--- src/rtl/divide_reconstruct_if.sv ---
// Operand/result bundle between a divider self-check client and divide_reconstruct.
// The master drives operands and the slave (the reconstructor) returns results.
interface divide_reconstruct_if;
  logic        valid_in;
  logic [31:0] quotient;
  logic [15:0] divisor;
  logic [15:0] remainder;
  logic        busy;
  logic [31:0] dividend;
  logic        overflow;
  logic        rem_err;
  logic        valid_out;

  modport master (
    output valid_in, quotient, divisor, remainder,
    input  busy, dividend, overflow, rem_err, valid_out
  );

  modport slave (
    input  valid_in, quotient, divisor, remainder,
    output busy, dividend, overflow, rem_err, valid_out
  );
endinterface

--- src/rtl/divide_reconstruct.sv ---
// Rebuilds dividend = quotient*divisor + remainder with a fixed 16-iteration
// shift-add multiplier, and flags remainders that are not below the divisor.
module divide_reconstruct (
  input  logic                  clk,
  input  logic                  reset,
  divide_reconstruct_if.slave   bus
);
  typedef enum logic {IDLE, RUN} state_t;

  state_t      state, state_nxt;
  logic [48:0] acc, next_acc;
  logic [47:0] mcand;
  logic [15:0] mplier;
  logic [3:0]  cnt;
  logic        rem_err_r;
  logic        accept, last, busy;

  logic [31:0] dividend_q;
  logic        overflow_q, rem_err_q, valid_out_q;

  // state register
  always_ff @(posedge clk) begin
    if (reset) state <= IDLE;
    else       state <= state_nxt;
  end

  // next-state logic
  always_comb begin
    state_nxt = state;
    case (state)
      IDLE:    if (bus.valid_in) state_nxt = RUN;
      RUN:     if (cnt == 4'd15) state_nxt = IDLE;
      default: state_nxt = IDLE;
    endcase
  end

  // state-decoded controls
  always_comb begin
    busy   = 1'b0;
    accept = 1'b0;
    last   = 1'b0;
    case (state)
      IDLE: accept = bus.valid_in;
      RUN: begin
        busy = 1'b1;
        last = (cnt == 4'd15);
      end
      default: ;
    endcase
  end

  // 49-bit accumulator never wraps: max sum is (2^32-1)(2^16-1) + 2^16-1
  always_comb begin
    next_acc = acc;
    if (mplier[0]) next_acc = acc + {1'b0, mcand};
  end

  always_ff @(posedge clk) begin
    if (reset) begin
      acc         <= '0;
      mcand       <= '0;
      mplier      <= '0;
      cnt         <= '0;
      rem_err_r   <= 1'b0;
      dividend_q  <= '0;
      overflow_q  <= 1'b0;
      rem_err_q   <= 1'b0;
      valid_out_q <= 1'b0;
    end else begin
      valid_out_q <= 1'b0;
      if (accept) begin
        acc       <= {33'b0, bus.remainder};
        mcand     <= {16'b0, bus.quotient};
        mplier    <= bus.divisor;
        rem_err_r <= (bus.remainder >= bus.divisor);
        cnt       <= '0;
      end else if (busy) begin
        acc    <= next_acc;
        mcand  <= mcand << 1;
        mplier <= mplier >> 1;
        cnt    <= cnt + 4'd1;
        if (last) begin
          dividend_q  <= next_acc[31:0];
          overflow_q  <= |next_acc[48:32];
          rem_err_q   <= rem_err_r;
          valid_out_q <= 1'b1;
        end
      end
    end
  end

  assign bus.busy      = busy;
  assign bus.dividend  = dividend_q;
  assign bus.overflow  = overflow_q;
  assign bus.rem_err   = rem_err_q;
  assign bus.valid_out = valid_out_q;
endmodule
--- src/flat_wrapper.sv ---
// flat-port wrapper written by rule: the top's interface ports become plain ports
module divide_reconstruct_flat 
  (clk, reset, bus_valid_in, bus_quotient, bus_divisor, bus_remainder, bus_busy, bus_dividend, bus_overflow, bus_rem_err, bus_valid_out);
  divide_reconstruct_if bus_i ();
  input  logic clk;
  input  logic reset;
  input wire logic [$bits(bus_i.valid_in)-1:0] bus_valid_in;
  input wire logic [$bits(bus_i.quotient)-1:0] bus_quotient;
  input wire logic [$bits(bus_i.divisor)-1:0] bus_divisor;
  input wire logic [$bits(bus_i.remainder)-1:0] bus_remainder;
  output wire logic [$bits(bus_i.busy)-1:0] bus_busy;
  output wire logic [$bits(bus_i.dividend)-1:0] bus_dividend;
  output wire logic [$bits(bus_i.overflow)-1:0] bus_overflow;
  output wire logic [$bits(bus_i.rem_err)-1:0] bus_rem_err;
  output wire logic [$bits(bus_i.valid_out)-1:0] bus_valid_out;
  assign bus_i.valid_in = bus_valid_in;
  assign bus_i.quotient = bus_quotient;
  assign bus_i.divisor = bus_divisor;
  assign bus_i.remainder = bus_remainder;
  assign bus_busy = bus_i.busy;
  assign bus_dividend = bus_i.dividend;
  assign bus_overflow = bus_i.overflow;
  assign bus_rem_err = bus_i.rem_err;
  assign bus_valid_out = bus_i.valid_out;
  divide_reconstruct u_core (.clk(clk), .reset(reset), .bus(bus_i));
endmodule
--- config.mk ---
export PLATFORM = sky130hd
export DESIGN_NAME = divide_reconstruct_flat
export DESIGN_NICKNAME = d
export VERILOG_FILES = /design/src/rtl/divide_reconstruct_if.sv /design/src/rtl/divide_reconstruct.sv /design/src/flat_wrapper.sv
export SDC_FILE = /design/constraint.sdc
export NUM_CORES = 1
export LEC_CHECK = 0
export ABC_AREA = 1
export BUFFER_PORTS_ARGS = -buffer_cell sky130_fd_sc_hd__buf_4
export CAP_MARGIN = 20
export CORE_MARGIN = 5
export CORE_UTILIZATION = 45
export DETAILED_ROUTE_END_ITERATION = 10
export PLACE_DENSITY_LB_ADDON = 0.05
export SYNTH_ARGS = -nofsm -noshare
export SYNTH_HDL_FRONTEND = slang
export SYNTH_SLANG_ARGS = --single-unit
--- constraint.sdc ---
create_clock -name clk -period 3 [get_ports clk]
set_clock_uncertainty 0.05 [all_clocks]
set_input_delay 0.6 -clock clk [delete_from_list [all_inputs] [get_ports clk]]
set_output_delay 0.6 -clock clk [all_outputs]
set_load 0.03 [all_outputs]
==> results of run 1 <==
[worst paths after layout]
| path | start | to | cells after the start |
|---|---|---|---|
| min reg2reg | u_core.bus.dividend[27] | u_core.bus.dividend[27] | 2 |
| max | u_core.mcand[24] | u_core.acc[26] | 14 |
| max reg2reg | u_core.mcand[24] | u_core.acc[26] | 14 |
| min | bus_divisor[15] | u_core.mplier[15] | 3 |
[cells in the final DEF, fill, tap and decap left out, drive strengths merged]
cell type,count
mux2i,1
fa,1
inv,344
o221ai,14
xnor2,21
nand3,79
clkbuf,18
bufinv,1
clkinv,5
nor2,140
nor4,3
clkinvlp,2
xor2,9
o21ai,93
a21boi,1
a21oi,60
ha,65
buf,119
a31oi,22
a22o,1
and2,5
a21o,2
a211oi,2
nor3,11
nand3b,4
nand4,8
dfxtp,154
nand2,715
or2,16
o211ai,24
o21bai,5
[critical path, delay by kind of cell (launching register included)]
| kind | cells | cell delay (ns) |
|---|---|---|
| and+or+nand+nor | 6 | 0.61 |
| buffers and inverters | 2 | 0.11 |
| DFF | 1 | 0.44 |
| AOI/OAI and AO/OA | 4 | 0.84 |
| adders and majority gates | 1 | 0.33 |
| xor gates and xnor gates | 1 | 0.23 |
[registers in the layout, indices dropped and copies added (netlist names), 4 cells and up]
name,cells
u_core.cnt,4
u_core.bus.dividend,32
u_core.mplier,16
u_core.acc,49
u_core.mcand,48
[stage by stage]
step	worst slack (ns)	cells	hold WS, ns	power, mW	utilization [%]
global placement	0.283	2237	0.390	3.12	50.1
finish	0.292	2269	0.385	5.27	52.5
CTS	0.227	2269	0.377	5.30	52.5
detailed placement	0.254	2237	0.398	3.12	50.1
floorplan	0.672	1851	0.387	2.80	-
global route	0.0276	2269	0.402	5.52	52.5
[metal layers]
| metal | vias up | wire, um |
|---|---|---|
| met5 | - | 0 |
| met2 | 261 | 15800 |
| met1 | 5079 | 16800 |
| met3 | 26 | 2090 |
| li1 | 5857 | - |
| met4 | 0 | 438 |
[power by group]
part	leakage [nW]	internal (mW)	total [mW]	switching [mW]
combinational	5.23	0.322	0.883	0.561
sequential	1.26	2.13	2.20	0.0687
clock	0.282	1.18	2.19	1.01
[cells by family after synthesis]
kind of cell | Yosys count
AOI/OAI and AO/OA | 224
xor gates and xnor gates | 30
adders and majority gates | 66
buffers and inverters | 395
DFF | 154
muxes | 1
and+or+nand+nor | 981
[timing repair]
action | in CTS | in global routing
gates resized for setup | 0 | 6
setup endpoints to repair | 0 | 1
endpoints found under the hold margin | 0 | 0
[final cells by class]
class | instances | area (sq um)
inverter | 338 | 1270
sequential | 154 | 3090
tap | 324 | 405
timing repair buffer | 119 | 906
fill | 2637 | 11500
multi-input combinational | 1302 | 6480
clock inverter | 14 | 155
clock buffer | 18 | 429
==> reports/results.tsv, run 1 <==
stage	metric	value	unit
logic_synthesis	syn avg cell area	5.95	sq um
worst_setup_path	crit-path max FO	4	
global_routing	met1 usage	35.1	%
logic_synthesis	Post-Synthesis Cell Area	11000	sq um
worst_setup_path	Slowest cell on crit path	dfxtp_1	
clock_tree	CTS Buf Count	17	
drt	DR WL/cell	15.5	um
final_layout	Final Instance Area	12700	sq um
floorplan	Initial Util	45.5	%
logic_synthesis	Post-synth top flop	dfxtp_1	
logic_synthesis	FF+latch count, synth	154	
floorplan	Total Die Area	27700	sq um
worst_setup_path	kind of critical path	reg -> reg	
floorplan	Die W	167	um
place	Placed Area	12100	sq um
logic_synthesis	most frequent cell after synthesis	nand2_1	
logic_synthesis	sequential fraction of the synthesis area	28.0	%
logic_synthesis	Synthesized Nets	1984	
floorplan	Cell Rows	57	
logic_synthesis	Yosys cell types	41	
clock_tree	worst skew pair latency	0.43	ns
place	DPL Wire Length	27200	um
drt	Via Count	11200	
global_routing	vias in the first global route	10600	
power	Pwr Density	414	nW/um^2
power	P_leak	6.76	nW
drt	TritonRoute pass-1 iters	5	
worst_setup_path	cell mode on critical path	nand2_1	
global_routing	met2 Track Usage GR	40.7	%
clock_tree	H-tree Lvls	4	
clock_tree	CTS tree	yes	
global_routing	Remaining Overflow, GRT	0	
global_routing	GRT Util Overall	24.8	%
clock_tree	CTS root buf	clkbuf_16	
logic_synthesis	largest family of logic cells by synthesized area	simple AND/OR/NAND/NOR gates	
logic_synthesis	Synth Area in Compound Gates	11.7	%
drt	final antenna-violating net count	0	
sta	period utilization	90.3	%
logic_synthesis	Syn Inst Count	1851	
sta	Total Negative Setup Slacks	0	ns
logic_synthesis	top post-synthesis cells by count	704 x nand2_1, 328 x inv_1, 154 x dfxtp_1	
final_layout	Final #Nets	2065	
floorplan	Top Ports	103	
worst_setup_path	flop-to-flop setup slack	0.29	ns
logic_synthesis	Post-Synth Adder-Cell Area	7.56	%
power	maximum vdd drop	381	uV
sta	Worst Tran Pin Value	0.969	ns
job	max-cap violations	0	
clock_tree	clock slew at reported path FFs	0.07	ns
worst_setup_path	CP Capture Type	register	
logic_synthesis	Synth Warn #	0	
place	Final Wtd Congestion	1.03	
worst_setup_path	CP arrival	2.98	ns
status	status	finished clean	
sta	fmax	0.369	GHz
clock_tree	cts hold-fix bufs	0	
global_routing	busiest grt layer	met2	
final_layout	Area Growth Syn to Fin	15.5	%
clock_tree	Post-CTS Setup Bufs	0	
sta	Slew headroom	35.0	%
sta	Period minus WS final	2.71	ns
floorplan	Core ar.	24200	sq um
global_routing	first-pass GRT wire length	55900	um
sta	setup violators final	0	
sta	fin. max-slew vios	0	
logic_synthesis	EDFF count, synth	0	
logic_synthesis	top cells by area, synth	dfxtp_1 28%, nand2_1 24%, inv_1 11%, ha_1 7.4%, o21ai_0 4.2%	
clock_tree	clock tree buffer depth	2	
final_layout	layout cells sized above 1	11.7	%
logic_synthesis	Post-synth ARST share	0	%
logic_synthesis	mux contribution to synthesized area	0.0908	%
drt	DRT Wirelength	35100	um
global_routing	largest net degree at the start of global routing	87	
drt	post-route DRC violation count	0	
logic_synthesis	post-synth top area share	28.0	%
sta	Hold Fails Final Rpt	0	
floorplan	Die Y	167	um
final_layout	Inserted Diodes	0	
drt	DR vias/cell	4.95	
worst_hold_path	worst hold path class	in -> reg	
worst_setup_path	critical path cell sequence	ha_1 > nand2_2 > inv_1 > nand2_1 > nand3_1 > a21oi_1 > nand2_1 > a21oi_1 > xor2_1 > nand2_1 > o21ai_0 > nand2_1 > o211ai_1 > inv_1	
logic_synthesis	most area-hungry cell type in the Yosys netlist	dfxtp_1	
worst_setup_path	Worst EP required	3.28	ns
clock_tree	clock sinks	154	
drt	Starting DRT DRC Count	751	
global_routing	met3 usage	3.70	%
place	I/O Buffers	102	
worst_setup_path	CP startpoint kind	register	
global_routing	initial antenna violation count	1	
logic_synthesis	xor/xnor share of the synthesized area	2.38	%
logic_synthesis	Post-Synth Simple-Gate Area	36.8	%
sta	RSZ-0062 raised after global routing	false	
worst_setup_path	CP peak stage delay	0.44	ns
Power figures use the tool's default switching activity.
==> run 2, diff against run 1 <==
--- a/config.mk
+++ b/config.mk
@@ -8,7 +8,6 @@
 export ABC_AREA = 1
 export BUFFER_PORTS_ARGS = -buffer_cell sky130_fd_sc_hd__buf_4
 export CAP_MARGIN = 20
-export CORE_MARGIN = 5
 export CORE_UTILIZATION = 45
 export DETAILED_ROUTE_END_ITERATION = 10
 export PLACE_DENSITY_LB_ADDON = 0.05
==> run 2 against run 1 <==
Core utilization is 1.3 points higher; fmax is 1.3% lower; final cell count stayed put; sequential cell count stayed put; critical path depth is 8 higher; combinational power is 0.7% higher; count of clock-buffer cells in the layout is 2 higher; global-route usage is 4.8 points higher; via count is 1.3% higher; total power is 0.51% higher; largest cell class unchanged; largest power group is now the clock network.
==> reports/results.tsv, run 2 (synthesis results as in run 1) <==
stage	metric	value	unit	change
sta	Worst Tran Pin Value	0.662	ns	was 0.969 ns
worst_setup_path	cell mode on critical path	nand2_1		unchanged
clock_tree	post-cts resize count	0		unchanged
clock_tree	cts hold-fix bufs	0		unchanged
power	Sw Share	30.8	%	was 31.1%
clock_tree	clock sinks	154		unchanged
worst_setup_path	kind of critical path	reg -> reg		unchanged
clock_tree	clock slew at reported path FFs	0.07	ns	about the same
clock_tree	CTS tree	yes		unchanged
place	Inst Count DP	2236		was 2237
worst_setup_path	CP startpoint kind	register		unchanged
place	Final Wtd Congestion	0.970		was 1.03
drt	final antenna-violating net count	0		unchanged
job	max-cap violations	0		unchanged
power	part of the power in the clock network	41.7	%	was 41.6%
final_layout	max reg flops	49		unchanged
place	dpl ws	0.230	ns	was 0.254 ns
power	Comb pwr share	16.8	%	about the same
worst_setup_path	flop-to-flop setup slack	0.26	ns	was 0.29 ns
worst_hold_path	worst hold path class	in -> reg		unchanged
worst_hold_path	Hold Path Sink	u_core.mplier[15]		unchanged
clock_tree	H-tree Lvls	4		unchanged
floorplan	Top Ports	103		unchanged
worst_setup_path	CP arrival	3.03	ns	was 2.98 ns
final_layout	Final #Nets	2070		was 2065
drt	post-route DRC violation count	0		unchanged
clock_tree	clock tree buffer depth	2		unchanged
power	Pwr Density	415	nW/um^2	was 414 nW/um^2
clock_tree	CTS Buf Count	17		unchanged
floorplan	Die Y	159	um	was 167 um
final_layout	Area Growth Syn to Fin	15.9	%	was 15.5%
floorplan	Core ar.	23800	sq um	was 24200 sq um
clock_tree	Post-CTS Setup Bufs	0		unchanged
power	share of total power in sequential cells	41.5	%	was 41.7%
sta	Setup WS post-layout	0.256	ns	was 0.292 ns
final_layout	most frequent cells in the layout	703 x nand2_1, 328 x inv_1, 152 x dfxtp_1, 123 x buf_4, 118 x nor2_1		was 702 x nand2_1, 328 x inv_1, 150 x dfxtp_1, 118 x nor2_1, 118 x buf_4
final_layout	Inserted Diodes	0		unchanged
power	P_leak	6.79	nW	was 6.76 nW
worst_setup_path	Worst R2R End	u_core.bus.overflow		was u_core.acc[26]
global_routing	GRT Util Overall	29.6	%	was 24.8%
drt	DR WL/cell	15.7	um	was 15.5 um
global_routing	Remaining Overflow, GRT	0		unchanged
global_routing	largest net degree at the start of global routing	62		was 87
clock_tree	CTS root buf	clkbuf_16		unchanged
worst_setup_path	Worst EP required	3.28	ns	about the same
worst_setup_path	critical path cell sequence	ha_4 > inv_1 > fa_1 > inv_1 > nand2_1 > nand2_1 > and2_1 > nand2_1 > nand3_2 > nand2_1 > nand2_1 > nand2_1 > nand2_1 > nand2_1 > nand3_1 > nand2_1 > nor2_1 > nand2_1 > nor2_1 > nand3_1 > nand2_1 > nand2_1		was ha_1 > nand2_2 > inv_1 > nand2_1 > nand3_1 > a21oi_1 > nand2_1 > a21oi_1 > xor2_1 > nand2_1 > o21ai_0 > nand2_1 > o211ai_1 > inv_1
global_routing	first-pass GRT wire length	56200	um	was 55900 um
sta	fmax	0.364	GHz	was 0.369 GHz
drt	TritonRoute pass-1 iters	5		unchanged
power	Net Switching	1.63	mW	was 1.64 mW
worst_setup_path	CP peak stage delay	0.40	ns	was 0.44 ns
sta	setup violators final	0		unchanged
place	DPL Wire Length	27800	um	was 27200 um
worst_setup_path	CP Capture Type	register		unchanged
place	I/O Buffers	102		unchanged
final_layout	Non-Filler Instances	2269		unchanged
power	Int Pwr	3.66	mW	was 3.63 mW
drt	DRT Wirelength	35700	um	was 35100 um
sta	RSZ-0062 raised after global routing	false		unchanged
sta	Hold Fails Final Rpt	0		unchanged
worst_hold_path	WHS Path Cells	3		unchanged
worst_setup_path	Slowest cell on crit path	dfxtp_1		unchanged
drt	DR vias/cell	5.01		was 4.95
floorplan	Initial Util	46.4	%	was 45.5%
sta	Slew headroom	55.4	%	was 35.0%
final_layout	layout cells sized above 1	11.8	%	was 11.7%
global_routing	initial antenna violation count	0		was 1
sta	fin. max-slew vios	0		unchanged
worst_setup_path	R2R cell count	22		was 14
floorplan	Die W	159	um	was 167 um
global_routing	vias in the first global route	10500		was 10.6k
sta	Total Negative Setup Slacks	0	ns	unchanged
floorplan	Total Die Area	25100	sq um	was 27700 sq um
final_layout	Most flops, register	u_core.acc		unchanged
status	status	finished clean		unchanged
drt	Via Count	11400		was 11.2k
worst_setup_path	crit-path max FO	4		unchanged
worst_setup_path	worst r2r src	u_core.mcand[0]		was u_core.mcand[24]
worst_hold_path	Hold Startpoint	bus_divisor[15]		unchanged
power	maximum vdd drop	289	uV	was 381 uV
drt	Starting DRT DRC Count	770		was 751
floorplan	Cell Rows	56		was 57
final_layout	most common cell after layout, fill and taps aside	nand2_1		unchanged
clock_tree	worst skew pair latency	0.44	ns	was 0.43 ns
sta	period utilization	91.5	%	was 90.3%
sta	Period minus WS final	2.74	ns	was 2.71 ns
[run 2: cell types whose count changed in the layout (fill, tap and decap cells not counted), sizes merged]
cell,before,now
clkinv,5,4
clkinvlp,2,3
clkbuf,18,20
inv,344,342
buf,119,124
[run 2: layout make-up]
type | instances | area, sq um
fillers | 2511 | 11000
repair buffers | 124 | 943
well taps | 319 | 399
clock buffers | 20 | 457
flip-flops and latches | 154 | 3090
inverters | 338 | 1270
multi-input cells | 1302 | 6490
clock inverters | 12 | 128
[run 2: critical path, delay by kind of cell (launching register included)]
| kind | cells | cell delay (ns) |
|---|---|---|
| buffers and inverters | 2 | 0.16 |
| flip-flops | 1 | 0.40 |
| AND/OR/NAND/NOR | 18 | 1.48 |
| adder cells (fa/ha/maj) | 2 | 0.55 |
[run 2: how the worst max path moves through the flow]
stage	from	to	slack, ns	cells past startpoint
floorplan	u_core.mcand[0]	u_core.bus.overflow	0.67	22
global placement	u_core.mcand[0]	u_core.bus.overflow	0.28	21
detailed placement	u_core.acc[0]	u_core.bus.overflow	0.23	21
CTS	u_core.acc[0]	u_core.bus.overflow	0.21	21
global route	u_core.mcand[34]	u_core.bus.overflow	0.006	18
finish	u_core.mcand[0]	u_core.bus.overflow	0.26	22
[run 2: power groups by stage]
stage               clock network, mW  logic [mW]  registers (mW)
floorplan                           0       0.586            2.22
global placement                    0       0.876            2.24
detailed placement                  0       0.876            2.24
CTS                              2.23       0.882            2.20
finish                           2.21       0.889            2.20
global route                     2.32       0.993            2.21
[run 2: through the flow]
stage | hold slack [ns] | area, sq um | power (mW) | util [%]
3_3_place_gp | 0.389 | 12100 | 3.12 | 51.1
3_5_place_dp | 0.396 | 12100 | 3.12 | 51.1
2_1_floorplan | 0.387 | 11000 | 2.80 | -
6_report | 0.390 | 12800 | 5.30 | 53.8
5_1_grt | 0.400 | 12800 | 5.52 | 53.8
4_1_cts | 0.378 | 12700 | 5.31 | 53.6
[run 2: routing by layer]
metal  global-route usage [%]  part of all wire (%)  vias up
met5                        0                     0        -
met4                     7.92                   1.4        0
met3                     5.96                   7.1       35
met2                     46.8                    43      320
met1                     40.8                    48     5130
li1                         -                     -     5879
